--- config.mk ---
export PLATFORM = sky130hd
export DESIGN_NAME = mem_dma_init_flat
export DESIGN_NICKNAME = d
export VERILOG_FILES = /design/src/rtl/mem_dma_init_if.sv /design/src/rtl/mem_dma_init.sv /design/src/flat_wrapper.sv
export SDC_FILE = /design/constraint.sdc
export NUM_CORES = 1
export LEC_CHECK = 0
export CAP_MARGIN = 30
export CORE_MARGIN = 1
export CORE_UTILIZATION = 59
export DETAILED_ROUTE_END_ITERATION = 8
export MAX_ROUTING_LAYER = met4
export PLACE_DENSITY_LB_ADDON = 0.15
export SYNTH_ARGS = -nofsm -noshare
export SYNTH_HDL_FRONTEND = slang
export SYNTH_SLANG_ARGS = --single-unit
--- constraint.sdc ---
create_clock -name clk -period 6.4 [get_ports clk]
set_clock_uncertainty 0.2 [all_clocks]
set_input_delay 1.28 -clock clk [delete_from_list [all_inputs] [get_ports clk]]
set_output_delay 1.28 -clock clk [all_outputs]
set_load 0.005 [all_outputs]
--- src/rtl/mem_dma_init_if.sv ---
// Memory read/write port bundle for the init/copy DMA engine.
// Read response returns one cycle after rready; writes are fire-and-forget.
interface mem_dma_init_if;
  logic        rready;
  logic [29:0] raddr;
  logic        rresp;
  logic [31:0] rdata;
  logic        wready;
  logic [29:0] waddr;
  logic [31:0] wdata;
  logic [3:0]  wstrb;

  modport master (
    output rready, raddr, wready, waddr, wdata, wstrb,
    input  rresp, rdata
  );

  modport slave (
    input  rready, raddr, wready, waddr, wdata, wstrb,
    output rresp, rdata
  );
endinterface

--- src/rtl/mem_dma_init.sv ---
// Word DMA engine: memory-to-memory copy or constant fill, one word per cycle.
// All outputs registered; copy done at len+3 cycles after start, fill at len+1.
module mem_dma_init #(
  parameter int LENW = 16
) (
  input  logic            clk,
  input  logic            resetb,
  input  logic            start,
  input  logic [29:0]     src_addr,
  input  logic [29:0]     dst_addr,
  input  logic [LENW-1:0] len,
  input  logic            fill_en,
  input  logic [31:0]     fill_data,
  input  logic            abort,
  output logic            busy,
  output logic            done,
  output logic            err,
  mem_dma_init_if.master  mem
);

  typedef enum logic [1:0] {IDLE, RUN, DRAIN, FINISH} state_t;

  state_t          state, state_n;
  logic            fill_q, fill_n;
  logic [31:0]     fdat_q, fdat_n;
  logic [LENW-1:0] rcnt_q, rcnt_n;
  logic [LENW-1:0] wcnt_q, wcnt_n;
  logic [29:0]     wptr_q, wptr_n;
  logic            rpend_q, rpend_n;
  logic            rready_q, rready_n;
  logic [29:0]     raddr_q, raddr_n;
  logic            wready_q, wready_n;
  logic [29:0]     waddr_q, waddr_n;
  logic [31:0]     wdata_q, wdata_n;
  logic [3:0]      wstrb_q;
  logic            busy_q, done_q, err_q, done_n, err_n;
  logic            issue_w, overlap;

  // A copy whose destination starts inside the source window would read back
  // its own writes, so it is rejected up front.
  assign overlap = (dst_addr > src_addr) && (dst_addr < (src_addr + 30'(len)));

  always_ff @(posedge clk or negedge resetb) begin
    if (!resetb) state <= IDLE;
    else         state <= state_n;
  end

  always_comb begin
    state_n  = state;
    fill_n   = fill_q;
    fdat_n   = fdat_q;
    rcnt_n   = rcnt_q;
    wcnt_n   = wcnt_q;
    wptr_n   = wptr_q;
    rpend_n  = rpend_q;
    rready_n = rready_q;
    raddr_n  = raddr_q;
    wready_n = wready_q;
    waddr_n  = waddr_q;
    wdata_n  = wdata_q;
    err_n    = 1'b0;
    issue_w  = 1'b0;
    case (state)
      IDLE: begin
        rready_n = 1'b0;
        wready_n = 1'b0;
        rpend_n  = 1'b0;
        if (start) begin
          if (len == '0) begin
            state_n = FINISH;
          end else if (!fill_en && overlap) begin
            err_n = 1'b1;
          end else begin
            state_n = RUN;
            fill_n  = fill_en;
            fdat_n  = fill_data;
            if (fill_en) begin
              wready_n = 1'b1;
              waddr_n  = dst_addr;
              wdata_n  = fill_data;
              wptr_n   = dst_addr + 30'd1;
              wcnt_n   = len - LENW'(1);
              if (len == LENW'(1)) state_n = DRAIN;
            end else begin
              rready_n = 1'b1;
              raddr_n  = src_addr;
              rcnt_n   = len - LENW'(1);
              wptr_n   = dst_addr;
              wcnt_n   = len;
            end
          end
        end
      end
      RUN, DRAIN: begin
        rpend_n = rready_q;
        issue_w = fill_q ? (wcnt_q != '0) : (rpend_q && mem.rresp && (wcnt_q != '0));
        wready_n = issue_w;
        if (issue_w) begin
          waddr_n = wptr_q;
          wptr_n  = wptr_q + 30'd1;
          wcnt_n  = wcnt_q - LENW'(1);
          wdata_n = fill_q ? fdat_q : mem.rdata;
        end
        if (state == RUN) begin
          if (fill_q) begin
            if (issue_w && (wcnt_q == LENW'(1))) state_n = DRAIN;
          end else if (rready_q) begin
            if (rcnt_q == '0) begin
              rready_n = 1'b0;
              state_n  = DRAIN;
            end else begin
              raddr_n = raddr_q + 30'd1;
              rcnt_n  = rcnt_q - LENW'(1);
            end
          end
        end else if (wready_q && (wcnt_q == '0)) begin
          state_n = FINISH;
        end
        // Abort drops everything, including a read response still in flight.
        if (abort) begin
          state_n  = IDLE;
          rready_n = 1'b0;
          wready_n = 1'b0;
          rpend_n  = 1'b0;
        end
      end
      FINISH: begin
        state_n  = IDLE;
        rready_n = 1'b0;
        wready_n = 1'b0;
      end
      default: state_n = IDLE;
    endcase
    done_n = (state_n == FINISH);
  end

  always_ff @(posedge clk or negedge resetb) begin
    if (!resetb) begin
      fill_q   <= 1'b0;
      fdat_q   <= '0;
      rcnt_q   <= '0;
      wcnt_q   <= '0;
      wptr_q   <= '0;
      rpend_q  <= 1'b0;
      rready_q <= 1'b0;
      raddr_q  <= '0;
      wready_q <= 1'b0;
      waddr_q  <= '0;
      wdata_q  <= '0;
      wstrb_q  <= '0;
      busy_q   <= 1'b0;
      done_q   <= 1'b0;
      err_q    <= 1'b0;
    end else begin
      fill_q   <= fill_n;
      fdat_q   <= fdat_n;
      rcnt_q   <= rcnt_n;
      wcnt_q   <= wcnt_n;
      wptr_q   <= wptr_n;
      rpend_q  <= rpend_n;
      rready_q <= rready_n;
      raddr_q  <= raddr_n;
      wready_q <= wready_n;
      waddr_q  <= waddr_n;
      wdata_q  <= wdata_n;
      wstrb_q  <= {4{wready_n}};
      busy_q   <= (state_n != IDLE);
      done_q   <= done_n;
      err_q    <= err_n;
    end
  end

  assign busy       = busy_q;
  assign done       = done_q;
  assign err        = err_q;
  assign mem.rready = rready_q;
  assign mem.raddr  = raddr_q;
  assign mem.wready = wready_q;
  assign mem.waddr  = waddr_q;
  assign mem.wdata  = wdata_q;
  assign mem.wstrb  = wstrb_q;

endmodule

--- src/flat_wrapper.sv ---
// flat-port wrapper written by rule: the top's interface ports become plain ports
module mem_dma_init_flat 
#(
  parameter int LENW = 16
)
  (clk, resetb, start, src_addr, dst_addr, len, fill_en, fill_data, abort, busy, done, err, mem_rready, mem_raddr, mem_wready, mem_waddr, mem_wdata, mem_wstrb, mem_rresp, mem_rdata);
  mem_dma_init_if mem_i ();
  input  logic clk;
  input  logic resetb;
  input  logic start;
  input  logic [29:0] src_addr;
  input  logic [29:0] dst_addr;
  input  logic [LENW-1:0] len;
  input  logic fill_en;
  input  logic [31:0] fill_data;
  input  logic abort;
  output logic busy;
  output logic done;
  output logic err;
  output wire logic [$bits(mem_i.rready)-1:0] mem_rready;
  output wire logic [$bits(mem_i.raddr)-1:0] mem_raddr;
  output wire logic [$bits(mem_i.wready)-1:0] mem_wready;
  output wire logic [$bits(mem_i.waddr)-1:0] mem_waddr;
  output wire logic [$bits(mem_i.wdata)-1:0] mem_wdata;
  output wire logic [$bits(mem_i.wstrb)-1:0] mem_wstrb;
  input wire logic [$bits(mem_i.rresp)-1:0] mem_rresp;
  input wire logic [$bits(mem_i.rdata)-1:0] mem_rdata;
  assign mem_rready = mem_i.rready;
  assign mem_raddr = mem_i.raddr;
  assign mem_wready = mem_i.wready;
  assign mem_waddr = mem_i.waddr;
  assign mem_wdata = mem_i.wdata;
  assign mem_wstrb = mem_i.wstrb;
  assign mem_i.rresp = mem_rresp;
  assign mem_i.rdata = mem_rdata;
  mem_dma_init #(.LENW(LENW)) u_core (.clk(clk), .resetb(resetb), .start(start), .src_addr(src_addr), .dst_addr(dst_addr), .len(len), .fill_en(fill_en), .fill_data(fill_data), .abort(abort), .busy(busy), .done(done), .err(err), .mem(mem_i));
endmodule
==> metrics list, run 1 <==
* Hold Fails Final Rpt: 0
- Leading cell types by total area after synthesis: dfrtp_1 35%, ha_1 7.8%, nand2_1 7.6%
- Clock tree synthesis found a total of 195 sinks.
- Synthesized area per cell: 8.256 µm²
* Beginning of the worst register-to-register path: u_core.rcnt_q[0]$_DFFE_PN0P_
- Tracing the worst setup path back leads to its startpoint at len[1].
- Busiest metal layer after global routing: met2
* Post-synth top area cell: dfrtp_1
- For this run, asynchronously set or reset flops after synthesis account for 1.000.
- After detailed routing, the average wire length per cell comes to around 20 µm.
- The first global-routing pass estimated 72.96 mm of wire.
- Critical Path Start Type: input pin
* Post-detailed-route DRC marker count: 0
- Total routing usage reported by global routing: 0.3931
- Number of warnings reported in the yosys synthesis log: 0
- Slowest stage cell on the critical path: clkdlybuf4s50_1
* Fill cells: 1611
* Post-synth top area share: 0.3493
- Worst Path Arrival: 6350 ps
- GPL Wtd Cong: approximately 1
* Synthesized instance count: 1692
* Most Frequent Cell on Critical Path: buf_4
* Static leakage: a little under 8 nW
- The cell area that synthesis handed to floorplanning was 13970 µm².
* Fraction of layout cells with a size suffix above 1: 0.1025
* Commonest non-fill, non-tap cells in the layout: 283 x nand2_1, 242 x clkdlybuf4s50_1, 194 x dfrtp_1
- Vias per std cell: roughly 6.3
- VDD sags by at most 0.2091 mV.
- The clock reaches the later pin of the worst-skew pair after 460 ps.
* Die Y-Extent: between 150 and 200 µm
- Slew at the pin closest to its max-slew limit: 889.2 ps
- Setup violations remaining at the end of the flow were counted as 0.
* # nets final: 2231
- For this run, global-route usage on met2 was measured as 0.6161.
- For met1 alone, demand over resource in global routing was 0.5087.
- Distinct cell type count after synthesis: 83
* Slew Limit Headroom: 0.4072
- The number of global-route vias before repair was about 14000.
- TritonCTS built the clock tree.
- In this run, the number of DRC markers left after iteration 0 of detailed routing was 1613.
- Root buffer cell: clkbuf_16
- Total grt overflow: 0
- Ratio of total power to cell area: about 370 nW/µm²
- Initial antenna violation count: 0
- Run status: complete, no violations
- After floorplanning, the core was divided into 55 placement rows.
- The most used flip-flop cell after synthesis is dfrtp_1.
* Antenna diode instance count: 0
- During placement, the flow inserted port buffers numbering about 250.
- Once detailed placement completed, the half-perimeter wirelength came to roughly 33 mm.
- In the finished design, the share of the clock period the worst path needs comes to 0.9691.
- On the worst path, the slowest cell contributes a delay of 440 ps.
- Clock buffers created by TritonCTS: 17
* Time the worst path needs with I/O delays and setup: 6202 ps
- Total I/O pin count: 247
- Post-Synthesis Net Count: about 1900
* Part of the Yosys area used for sequential elements: 0.3493
* Area grow syn2layout: 30.62%
- The worst setup path is captured at a flop.
- The floorplan step defined a die boundary enclosing 24290 µm².
- Entering global routing, the biggest net connects 120 pins.
- The synthesized design contains 195 register bits.
* Count of H-tree levels built during CTS: 4
- The detail route stage leaves a number of antenna-violating nets equal to 0.
- The floorplan step set the die width to 155.9 µm.
- Worst EP required: 6550 ps
* Hold WC Path Type: reg2reg
- The initial utilization of the core area, before any placement, comes to 0.6096.
- HP Start: u_core.fdat_q[8]$_DFFE_PN0P_
- Max-cap violations in this run came to 0.
- Yosys mapped a number of flops with a built-in enable equal to 0.
- The final route contains 14601 vias.
* Classification of the worst setup path: in2reg
* Slew Limit Fails: 0
- After clock tree synthesis, the clock-pin slew on the worst setup and hold paths is 90 ps.
- Most common library cell in the layout ignoring fill and taps: nand2_1
* Highest attainable clock frequency: 0.1612 GHz
* Core box area: between 20000 and 25000 µm²
* Crit Path Max Fanout: 13
- For this block, the routed nets add up to 46.49 mm of wire.
* Drt first pass iters: 9
* Met3 GRT Util: 0.06056
* Setup Total Neg Slack: 0 ps
* Final standard cell utilization of the core: 0.7962
- The clock passes through at most 2 buffers.
[cells in the mapped netlist, types with 10 or more instances]
library cell and instances:
a211o_1 11, a211oi_1 19, a21o_1 13, a21oi_1 119, a221oi_1 12, a31oi_1 20
and3_1 28, and4_1 10, buf_2 26, clkbuf_1 44, dfrtp_1 195, ha_1 87
inv_1 54, mux2i_1 63, nand2_1 283, nand2b_1 13, nand3_1 58, nand4_1 30
nor2_1 152, nor3_1 34, nor4_1 16, o21ai_0 117, o221ai_1 16, o22ai_1 17
or3_1 17, xnor2_1 59, xor2_1 26
[cell type report]
| type | count | area, µm² | area share |
|---|---|---|---|
| multi-input combinational | 1355 | 8528 | 0.4674 |
| sequential | 195 | 4881 | 0.2675 |
| timing repair buffer | 374 | 3622 | 0.1985 |
| clock buffer | 17 | 425.4 | 0.02331 |
| tap | 313 | 391.6 | 0.02146 |
| inverter | 54 | 202.7 | 0.01111 |
| clock inverter | 15 | 195.2 | 0.01070 |
[metrics by stage]
stage | setup slack [ps] | area, µm² | power (mW) | hold WS, ps | std cells
global placement | -191.7 | 17420 | 5.393 | 257.1 | 2282
CTS | 159.7 | 18090 | 6.735 | 284.0 | 2317
finish | 197.9 | 18250 | 6.841 | 282.2 | 2323
global route | -18.21 | 18250 | 7.273 | 301.5 | 2323
detailed placement | -310.6 | 17470 | 5.560 | 262.3 | 2285
floorplan | 641.4 | 13970 | 4.068 | 245.0 | 1692
[worst max-delay path, delay by kind of cell]
family / cells / cell delay [ps]
AOI/OAI and AO/OA: 12 / 2310
xor gates and xnor gates: 1 / 140
adders and majority gates: 2 / 560
buffers and inverters: 8 / 1690
and+or+nand+nor: 5 / 390
[state kept, by name (all words and copies together), names as in the netlist]
| signal | count |
|---|---|
| u_core.state | 2 |
| u_core.rpend_q | 1 |
| u_core.fill_q | 1 |
| u_core.mem.wstrb | 1 |
| u_core.wptr_q | 30 |
| u_core.done | 1 |
| u_core.mem.raddr | 30 |
| u_core.busy | 1 |
| u_core.fdat_q | 32 |
| u_core.mem.waddr | 30 |
| u_core.mem.rready | 1 |
| u_core.mem.wdata | 32 |
| u_core.wcnt_q | 16 |
| u_core.err | 1 |
| u_core.rcnt_q | 16 |
[final timing paths]
check	slack [ps]	end	cells after the start
max	200	u_core.mem.raddr[13]$_DFFE_PN0P_	28
max in group asynchronous	4350	u_core.rcnt_q[13]$_DFFE_PN0P_	3
max reg2reg	2190	u_core.rcnt_q[2]$_DFFE_PN0P_	12
min	280	u_core.fdat_q[8]$_DFFE_PN0P_	2
min in group asynchronous	430	u_core.mem.waddr[20]$_DFFE_PN0P_	1
min reg2reg	280	u_core.fdat_q[8]$_DFFE_PN0P_	2
[cells by family (layout without fill, tap and decap cells)]
family | after synthesis | in the layout | synth area share
AO/OA/AOI/OAI | 429 | 429 | 0.1972
buffers and inverters | 142 | 460 | 0.04479
AND/OR/NAND/NOR | 690 | 690 | 0.2308
flip-flops | 195 | 195 | 0.3493
adder cells (fa/ha/maj) | 88 | 88 | 0.07936
multiplexers | 63 | 63 | 0.04514
XOR/XNOR | 85 | 85 | 0.05330
[repair_timing]
item,in CTS,in global routing
hold buffers,0,0
buffers inserted,0,3
resized for setup,0,18
endpoints found under the setup margin,0,123
[where the power goes]
group | switching, mW | internal [mW] | leakage [nW]
clock network | 0.623 | 0.545 | 0.302
registers | 0.576 | 1.79 | 2.33
logic | 1.69 | 1.62 | 5.28
[routing by layer]
metal	routed length [µm]	vias to the layer above
met1	18880	6871
met2	21380	855
met4	1763	0
met5	0	-
met3	4469	160
li1	-	6715
Power figures use the tool's default switching activity.
==> run 2, diff against run 1 <==
--- a/config.mk
+++ b/config.mk
@@ -7,10 +7,11 @@
 export LEC_CHECK = 0
 export CAP_MARGIN = 30
 export CORE_MARGIN = 1
-export CORE_UTILIZATION = 59
+export CORE_UTILIZATION = 49
 export DETAILED_ROUTE_END_ITERATION = 8
 export MAX_ROUTING_LAYER = met4
 export PLACE_DENSITY_LB_ADDON = 0.15
+export RECOVER_POWER = 25
 export SYNTH_ARGS = -nofsm -noshare
 export SYNTH_HDL_FRONTEND = slang
 export SYNTH_SLANG_ARGS = --single-unit
==> constraint.sdc (replaced) <==
create_clock -name clk -period 5.1 [get_ports clk]
set_clock_uncertainty 0.2 [all_clocks]
set_input_delay 1.02 -clock clk [delete_from_list [all_inputs] [get_ports clk]]
set_output_delay 1.02 -clock clk [all_outputs]
set_load 0.005 [all_outputs]
==> run 2 against run 1 <==
  * The run now ends with max-capacitance violations, max-slew violations, negative setup slack left
  * Sequential power grew 27%
  * First-iteration DRC count fell by 12%
  * Non-clock buffer count grew 109
  * Largest cell class unchanged
==> metrics list, run 2 (synthesis results as in run 1) <==
- Ratio of total power to cell area: 458.8 nW/µm²
- Clock buffers created by TritonCTS: 17
- For this block, the initial DRC count from the detailed router was 1415.
- For this run, the total global-route usage over all layers was measured as 0.3416.
- Final WL: between 50 and 60 mm
- Vias in the first global route: approximately 14000
- In this run the horizontal extent of the chip is ~170 µm.
* Vias per std cell: 6.056
- The floorplan has 61 rows.
- The path class of the tightest hold or removal check is reg2reg.
* Max-capacitance violation count: 1
- GPL Wtd Cong: 0.9741
- Antenna-violating nets left: 0
- The flow ran to the end, but the final reports show violations.
- The H-tree was split into 4 levels.
* Area of the die: 29190 µm²
* Slew Limit Headroom: -0.9280
* Critical Path Start Type: input pin
* Global-route wire length before repair: 75.16 mm
- IR analysis of the VDD net gives a maximum drop of 0.2509 mV.
* Register clock-pin slew on the reported worst setup and hold paths: 80 ps
- Beginning of the worst register-to-register path: u_core.rcnt_q[0]$_DFFE_PN0P_
- Total I/O pin count: 247
- Counting along the longest clock path gives a buffer depth of 2.
- Setup slack after layout: -86.53 ps
- Summed over all cells, the static leakage comes to 8.730 nW.
- Subtracting the final worst setup slack from the clock period gives 5187 ps.
* Total grt overflow: 0
- The library cell used most frequently in the layout, excluding fill and tap cells, is nand2_1.
- Number of buffers added on ports: between 200 and 250
* Fraction of layout cells with a size suffix above 1: 0.2246
* Violations in the final reports: max-capacitance violations, max-slew violations, negative setup slack
- Fill cells: about 2100
- Tightest hold margin: 275.2 ps
- By startpoint and endpoint, the worst setup path is classified as in2reg.
* Commonest non-fill, non-tap cells in the layout: 273 x nand2_1, 216 x clkdlybuf4s50_1, 194 x dfrtp_1
* Slew at the pin closest to its max-slew limit: approximately 2900 ps
- Root buffer cell: clkbuf_16
* Critical Path End Type: flop
- Area grow syn2layout: 45.90%
- # nets final: about 2300
* Highest attainable clock frequency: 0.1928 GHz
- Setup repair after global routing could not meet its margin everywhere.
- Hold Fails Final Rpt: 0
- Final setup violation count: 50
- Initial standard-cell utilization of the core: 0.5000
- Once detailed placement completed, the half-perimeter wirelength came to 35.44 mm.
- The initial antenna violation count is 1.
* Die Y-Extent: 170.8 µm
* Launch point of the critical path: len[1]
- Clock latency on the worst-skew pair, taken at its later pin, is 450 ps.
- Final standard cell utilization of the core: 0.7296
- Of the available clock period, the critical path in the final layout requires 1.017.
* Pin count of the biggest net entering global routing: 107
* Slew Limit Fails: about 110
* Clock tree from TritonCTS: done
- Mean routed wirelength per cell: 20.45 µm
- For this run, the detailed router's first-pass iteration total came to 6.
* Crit Path Max Fanout: 8
- HP Start: u_core.fdat_q[23]$_DFFE_PN0P_
* Post-detailed-route DRC marker count: 0
- Worst EP required: 5270 ps
- Summing over every cut layer, the via total after detailed routing is 15127.
- For this design, the sink count on the clock tree is 195.
* Worst Path Arrival: around 5400 ps
* Core box area: about 28000 µm²
[run 2: per-stage QoR]
stage	TNS, ps	cells	setup slack (ps)	total power [mW]	cell area (µm²)
floorplan	-3668	1692	-139.9	5.219	14170
global placement	-123720	2401	-1187	7.018	18120
detailed placement	-128540	2402	-1222	7.149	18140
CTS	0	2449	2.351	8.626	19080
global route	-19750	2498	-293.7	9.915	20380
finish	-2058	2498	-86.53	9.351	20380
[run 2: per-layer routing]
| layer | share of wire | track usage | wire, µm |
|---|---|---|---|
| met1 | 0.42 | 0.4649 | 21600 |
| met5 | 0 | - | 0 |
| met3 | 0.086 | 0.04696 | 4404 |
| met2 | 0.46 | 0.5171 | 23310 |
| met4 | 0.035 | 0.1281 | 1775 |
[run 2: final timing paths]
kind | endpoint | slack [ps] | cells after the start
max in group asynchronous | u_core.rcnt_q[14]$_DFFE_PN0P_ | 1730 | 1
hold reg to reg | u_core.fdat_q[23]$_DFFE_PN0P_ | 280 | 2
setup reg to reg | u_core.rcnt_q[8]$_DFFE_PN0P_ | 1150 | 11
setup / recovery | u_core.wptr_q[26]$_DFFE_PN0P_ | -90 | 26
min in group asynchronous | u_core.mem.waddr[22]$_DFFE_PN0P_ | 1300 | 1
hold / removal | u_core.fdat_q[23]$_DFFE_PN0P_ | 280 | 2
[run 2: cell type report]
class / instances / area (µm²) / area share
Antenna cell: 1 / 2.502 / 0.0001228
Clock buffer: 18 / 429.2 / 0.02106
Clock inverter: 13 / 137.6 / 0.006753
Inverter: 54 / 203.9 / 0.01001
Multi-Input combinational cell: 1356 / 9495 / 0.4659
Sequential cell: 195 / 4881 / 0.2395
Tap cell: 378 / 473.0 / 0.02321
Timing Repair Buffer: 483 / 4757 / 0.2334
[run 2: timing repair]
item,CTS,global route
hold buffers,0,0
buffers inserted,16,42
gates cloned,1,9
pin swaps,41,80
gates resized for setup,100,224
endpoints found under the setup margin,129,128
[run 2: critical path, cell delays in order]
cell and delay, ps:
buf_2 130, buf_6 120, fa_2 350, a21o_1 180
a21oi_2 130, nor2_1 70, o21ai_2 190, a21oi_2 80
a21oi_2 160, o21bai_1 80, a21oi_1 170, xor2_1 180
ha_1 260, nand3_1 70, o21bai_1 80, a2111oi_2 390
o41ai_2 190, a2111oi_4 430, buf_4 220, a21oi_4 110
buf_6 140, nand2_4 80, buf_12 150, buf_8 140
o221ai_2 110, a31oi_1 140
[run 2: where the power goes]
group	internal, mW	leakage, nW	switching, mW
Sequential	2.25	2.33	0.755
Clock	0.653	0.278	0.703
Combinational	2.53	6.12	2.46
Total	5.43	8.73	3.92
